--- src/rtl/game_link_ctl.sv ---
// rtl/game_link_ctl.sv - link-layer controller between game logic and UART core
// Sends local status on change/keepalive; publishes enemy status after repeated identical bytes.
module game_link_ctl #(
   parameter int KEEPALIVE_CYCLES = 650_000,
   parameter int TIMEOUT_CYCLES   = 6_500_000,
   parameter int CONFIRM_COUNT    = 2
) (
   input  logic       clk,
   input  logic       rst,
   input  logic [7:0] game_status,
   output logic [7:0] enemy_status,
   output logic       link_up,
   input  logic [7:0] rx_data,
   input  logic       rx_done,
   input  logic       tx_full,
   output logic [7:0] tx_data,
   output logic       wr_uart
);

   localparam int KW = $clog2(KEEPALIVE_CYCLES);
   localparam int TW = $clog2(TIMEOUT_CYCLES);
   localparam logic [KW-1:0] KA_MAX = KW'(KEEPALIVE_CYCLES - 1);
   localparam logic [TW-1:0] TO_MAX = TW'(TIMEOUT_CYCLES - 1);
   localparam logic [TW-1:0] TO_PRE = TW'(TIMEOUT_CYCLES - 2);
   localparam logic [2:0]    CC     = 3'(CONFIRM_COUNT);

   typedef enum logic {IDLE, ISSUE} tx_state_t;

   tx_state_t     state;
   logic [7:0]    last_sent;
   logic          pending;
   logic [KW-1:0] ka_cnt;

   logic [7:0]    cand;
   logic [2:0]    match_cnt;
   logic [2:0]    match_next;
   logic [TW-1:0] to_cnt;

   // TX: the byte is captured on the IDLE->ISSUE edge, so the newest status always wins
   always_ff @(posedge clk) begin
      if (rst) begin
         state     <= IDLE;
         tx_data   <= 8'h00;
         wr_uart   <= 1'b0;
         last_sent <= 8'h00;
         pending   <= 1'b1;
         ka_cnt    <= '0;
      end else begin
         case (state)
            IDLE: begin
               if (pending && !tx_full) begin
                  state     <= ISSUE;
                  tx_data   <= game_status;
                  wr_uart   <= 1'b1;
                  last_sent <= game_status;
                  pending   <= 1'b0;
                  ka_cnt    <= '0;
               end else begin
                  wr_uart <= 1'b0;
                  if (ka_cnt != KA_MAX) ka_cnt <= ka_cnt + 1'b1;
                  if (game_status != last_sent || ka_cnt == KA_MAX) pending <= 1'b1;
               end
            end
            ISSUE: begin
               state   <= IDLE;
               wr_uart <= 1'b0;
               if (ka_cnt != KA_MAX) ka_cnt <= ka_cnt + 1'b1;
               if (game_status != last_sent) pending <= 1'b1;
            end
            default: begin
               state   <= IDLE;
               wr_uart <= 1'b0;
            end
         endcase
      end
   end

   always_comb begin
      match_next = 3'd1;
      if (rx_data == cand && match_cnt != 3'd0)
         match_next = (match_cnt >= CC) ? CC : match_cnt + 3'd1;
   end

   // RX: a received byte always beats a timeout landing in the same cycle
   always_ff @(posedge clk) begin
      if (rst) begin
         enemy_status <= 8'h00;
         link_up      <= 1'b0;
         cand         <= 8'h00;
         match_cnt    <= 3'd0;
         to_cnt       <= '0;
      end else if (rx_done) begin
         to_cnt    <= '0;
         cand      <= rx_data;
         match_cnt <= match_next;
         if (match_next == CC) begin
            enemy_status <= rx_data;
            link_up      <= 1'b1;
         end
      end else begin
         if (to_cnt != TO_MAX) to_cnt <= to_cnt + 1'b1;
         if (to_cnt >= TO_PRE) begin
            enemy_status <= 8'h00;
            link_up      <= 1'b0;
            cand         <= 8'h00;
            match_cnt    <= 3'd0;
         end
      end
   end

endmodule
--- config.mk ---
export PLATFORM = sky130hd
export DESIGN_NAME = game_link_ctl
export DESIGN_NICKNAME = d
export VERILOG_FILES = /design/src/rtl/game_link_ctl.sv
export SDC_FILE = /design/constraint.sdc
export NUM_CORES = 1
export LEC_CHECK = 0
export BUFFER_PORTS_ARGS = -buffer_cell sky130_fd_sc_hd__buf_2
export CORE_MARGIN = 2
export CORE_UTILIZATION = 45
export DETAILED_ROUTE_END_ITERATION = 10
export PLACE_DENSITY = 0.75
export SLEW_MARGIN = 5
export SYNTH_ARGS = -nofsm -noshare
export SYNTH_HDL_FRONTEND = slang
export SYNTH_SLANG_ARGS = --single-unit
--- constraint.sdc ---
create_clock -name clk -period 1.8 [get_ports clk]
set_input_delay 0.18 -clock clk [delete_from_list [all_inputs] [get_ports clk]]
set_output_delay 0.18 -clock clk [all_outputs]
set_load 0.05 [all_outputs]
[Word level (Yosys, flattened, before mapping)]
Cells that the tools add are included.
W data, S select, Z words.
Word-level totals
  register bits: 73
  bits in latches: 0
  RAM bits: 0
  ROM bits: 0
  output and inout port bits: 18
  memories kept: 0
Operators by class
  add/sub/neg operators: 3
  multipliers: 0
  div/mod/pow operators: 0
  $lt $le $gt $ge: 2
  equal/unequal tests: 9
  shift-type cells: 0
  muxes and demuxes: 20
  bitwise gates (word level): 1
  reductions and logical operators: 10
Operators with widths (count)
  $mux W20: 2
  $pmux W20 S2: 1
  $mux W8: 4
  $add A23 B1 Y23 const B: 1
  $ge A23 B23 Y1 const B: 1
  $ne A23 B23 Y1 const B: 1
  $add A20 B1 Y20 const B: 1
  $eq A20 B20 Y1 const B: 1
  $ne A20 B20 Y1 const B: 1
  $mux W3: 4
  $eq A8 B8 Y1: 1
  $ne A8 B8 Y1: 1
  $mux W1: 7
  $reduce_and A2 Y1: 3
  $ne A2 B1 Y1 const B: 2
  $pmux W1 S2: 2
  $add A3 B1 Y3 const B: 1
  $eq A3 B2 Y1 const B: 1
  $ge A3 B2 Y1 const B: 1
  $ne A3 B3 Y1 const B: 1
  $reduce_bool A3 Y1: 1
  $logic_and A1 B1 Y1: 2
  $reduce_bool A2 Y1: 1
  $reduce_or A2 Y1: 1
  3 further kinds: 3

[Logic depth before layout (Yosys ltp)]
  depth after elaboration: 6
  mapped depth: 8

[Worst setup path after synthesis]
No wires, ideal clock.
  kind: reg-to-reg
  start point: register ka_cnt[6]
  end point: register ka_cnt[1]
  arrival: 1870 ps
  data required time: 1676 ps
  setup slack: -194 ps
  cell stages (with the launch flop): 6
  cell sequence: dfxtp_1 -> or4_1 -> or4_4 -> nor3_4 -> mux2i_1 -> nor2_1
On the way
  cells in the longest elaborated chain, start to end: 4
Ends and longest elaborated chain
  from (decl): line 32  | logic [KW-1:0] ka_cnt;
  from (signal assigned): line 60  | if (ka_cnt != KA_MAX) ka_cnt <= ka_cnt + 1'b1;
  from (signal assigned): line 67  | if (ka_cnt != KA_MAX) ka_cnt <= ka_cnt + 1'b1;
  $ne A20 B20 Y1 *: line 60, 67
  $mux W20 *
  $mux W20
  $pmux W20 S2 *
Mark *: on every way between the ends. The rest lies on a longest branch, timed or not.
A chain may end at the register's enable or synchronous reset.

[Worst setup path in the final report]
  start point: register ka_cnt[5]
  end point: register ka_cnt[1]
The elaborated chain is that of the path after synthesis.

==> impl_metrics.tcl <==
set metrics [dict create \
    timing.final.crit_share 1.09 \
    ir_worst_vdd_mv 0.341 \
    slew_headroom 0.743 \
    worstSetupStartpoint "ka_cnt[5]" \
    fp.dieArea_um2 8170 \
    clk_pin_slew_worst_paths_ns 0.08 \
    tns_ns -1.47 \
    run_status "finished with violations" \
    die_w_um 90.4 \
    worst_pin_slew_ns 0.386 \
    cp_max_fo 6 \
    overflow 0 \
    cap_violations 0 \
    yosysWarningCount 0 \
    num_io_pins 38 \
    drc 0 \
    ys_ff_latch 73 \
    power.leakage_uw 0.00172 \
    synth_ff_type "dfxtp_1" \
    synth_area_um2 3360 \
    synthTopCellsByArea "dfxtp_1, xnor2_1, xor2_1, a22o_1, nor2_1" \
    min_to "last_sent[7]" \
    start_util 0.463 \
    timing.fmax_mhz 508 \
    yosysTopAreaCellShare 0.435 \
    worstSetupEndpointType "flop" \
    async_flop_share 0 \
    finalHoldViolations 0 \
    layout-drive-gt1-share 0.334 \
    path_cells "or4_4, or4_4, nor3_4, mux2i_1, nor2_1" \
    synth_cell_types 45 \
    hold-path-cell-count 2 \
    place_congestion 0.774 \
    post-route-min-period_ns 1.97 \
    cp_slowest_cell "or4_4" \
    place_inst 539 \
    ant_nets 0 \
    setup_violations 22 \
    drt_iter0_markers 102 \
    fin_skew_ns 0.0186 \
    rsz0062_at_grt "true" \
    arrival_ns 2.21 \
    multi_input_area_um2 1990 \
    power_uw 3170 \
    cts_buffer_depth 2 \
    n_antenna_cell 0 \
    grt_pass1_wl_um 12800 \
    crit_path_frequent_cell "or4_4" \
    htreeDepth 3 \
    p_int_uw 2280 \
    drt-wirelength-per-cell_um 13.7 \
    dieHeight_um 90.4 \
    drv_slew 0 \
    synthesis.nets 402 \
    layout_commonest_cell "dfxtp_1" \
    min_from "game_status[7]" \
    register_area_um2 1490 \
    clock_sinks 73 \
    cts_made_buffers 9 \
    drt_first_pass_iters 4 \
    antenna_found_initial 0 \
    seq_area_frac_synth 0.435 \
    cellPowerDensity_nw_per_um2 716 \
    avgSynthCellArea_um2 8.93 \
    core_area_um2 7250 \
    p_sw_frac 0.281 \
    power.switching_uw 891 \
    critPathMaxStageDelay_ns 0.52 \
    nets 485 \
    grt_pass1_vias 2887 \
    r2r_start "ka_cnt[5]" \
    stdcell_count 563 \
    p_seq_frac 0.527 \
    port_buffers 37 \
    synth.largest_area_cell "dfxtp_1" \
    grt.total_usage 0.188 \
    rows 31 \
    clockPowerShare 0.384 \
    drt-total-wl_um 7710 \
    grt_max_degree 24 \
    post-route-util 0.611 \
    worstReg2RegEnd "ka_cnt[1]" \
    final_cell_mix "dfxtp_1, buf_4, nor2_1, buf_2, xnor2_1" \
    place_ws_ns -0.431 \
    synth-edff-count 0 \
    filler_cell_count 616 \
    fin_ws_ns -0.168 \
    r2r_slack_ns -0.17 \
    startpoint_type "flop" \
    hold_path_class "primary input to flop" \
    violations "negative setup slack" \
    cts_tree "yes" \
    combPwrFrac 0.089 \
    crit_type "flop to flop" \
    dpl.hpwl_um 5140 \
    reg2reg_depth 5 \
    synthCells 376 \
    root_buffer "clkbuf_8" \
    insertion_delay_ns 0.37 \
    required_ns 2.04 \
    via_count 3010 \
    via_per_inst 5.35 \
    syn_to_final_growth_pct 31.9 \
]
-- cells by family (layout without fill, tap and decap cells) --
logic type                 count (synthesis)  in the layout  share of synthesized area
xor gates and xnor gates                  43             43                      0.112
AOI/OAI and AO/OA                         65             66                      0.140
muxes                                      2              2                    0.00596
buffers and inverters                     36            122                     0.0410
and+or+nand+nor                          151            152                      0.243
DFF                                       73             73                      0.435
adders and majority gates                  6              6                     0.0224
-- cell type report --
cell class,instances,share of cell area
clock buffer,9,0.0280
clock inverter,7,0.0136
inverter,20,0.0169
multi-input combinational,269,0.450
sequential,73,0.337
tap,99,0.0280
timing repair buffer,86,0.127
-- routing by layer --
layer	up-vias	wire length, um	track usage
met2	55	3700	0.309
met3	16	259	0.0392
met5	-	0	0
li1	1516	-	-
met4	0	173	0.0667
met1	1423	3580	0.246
-- worst max-delay path, delay by kind of cell, from the launching register on --
kind / cells / cell delay [ns]
DFF: 1 / 0.33
muxes: 1 / 0.23
and+or+nand+nor: 4 / 1.29
-- repair_timing --
| item | CTS | global route |
|---|---|---|
| gates resized for setup | 19 | 32 |
| gates cloned | 1 | 1 |
| setup endpoints to repair | 31 | 41 |
| buffers inserted | 4 | 4 |
| pin swaps | 9 | 6 |
| hold buffers | 0 | 0 |
-- synthesized netlist by cell type (2+ instances only) --
master / count
and4_1: 7
or4_1: 2
nand2_1: 18
or2_2: 2
nand4_1: 14
nor3_1: 14
a21oi_1: 14
ha_1: 6
nand2b_1: 2
xor2_1: 19
nand3_1: 21
a31oi_1: 3
xnor2_1: 24
mux2i_1: 2
o21ai_0: 13
and3_1: 6
o41ai_1: 8
nor2b_1: 2
nor4_1: 2
or3_1: 15
inv_1: 20
a22o_1: 17
nor3b_1: 2
buf_2: 2
clkbuf_1: 13
nor2_1: 37
dfxtp_1: 73
-- registers in the layout (all words and copies together), names as in the netlist --
name	count
last_sent	8
pending	1
link_up	1
match_cnt	3
to_cnt	23
state	1
cand	8
ka_cnt	20
enemy_status	8
-- power groups by stage --
stage	Clock, uW	Combinational (uW)	Sequential, uW
finish	1220	282	1670
global route	1300	307	1670
detailed placement	0	265	1710
CTS	1240	274	1670
floorplan	0	123	1760
global placement	0	262	1710
-- through the flow --
stage	cell area (um^2)	hold WS [ns]
after detailed placement	3970	0.424
after global placement	3970	0.420
after floorplan	3400	0.306
after global routing	4430	0.0555
after CTS	4260	0.0551
final	4430	0.0633
-- worst max path at each step --
| stage | end | slack (ns) | depth (start not counted) |
|---|---|---|---|
| 5_1_grt | ka_cnt[1] | -0.23 | 5 |
| 6_report | ka_cnt[1] | -0.17 | 5 |
| 2_1_floorplan | ka_cnt[1] | -0.04 | 5 |
| 3_3_place_gp | match_cnt[0] | -0.45 | 5 |
| 3_5_place_dp | match_cnt[0] | -0.43 | 5 |
| 4_1_cts | ka_cnt[1] | -0.18 | 5 |
Power figures use the tool's default switching activity.
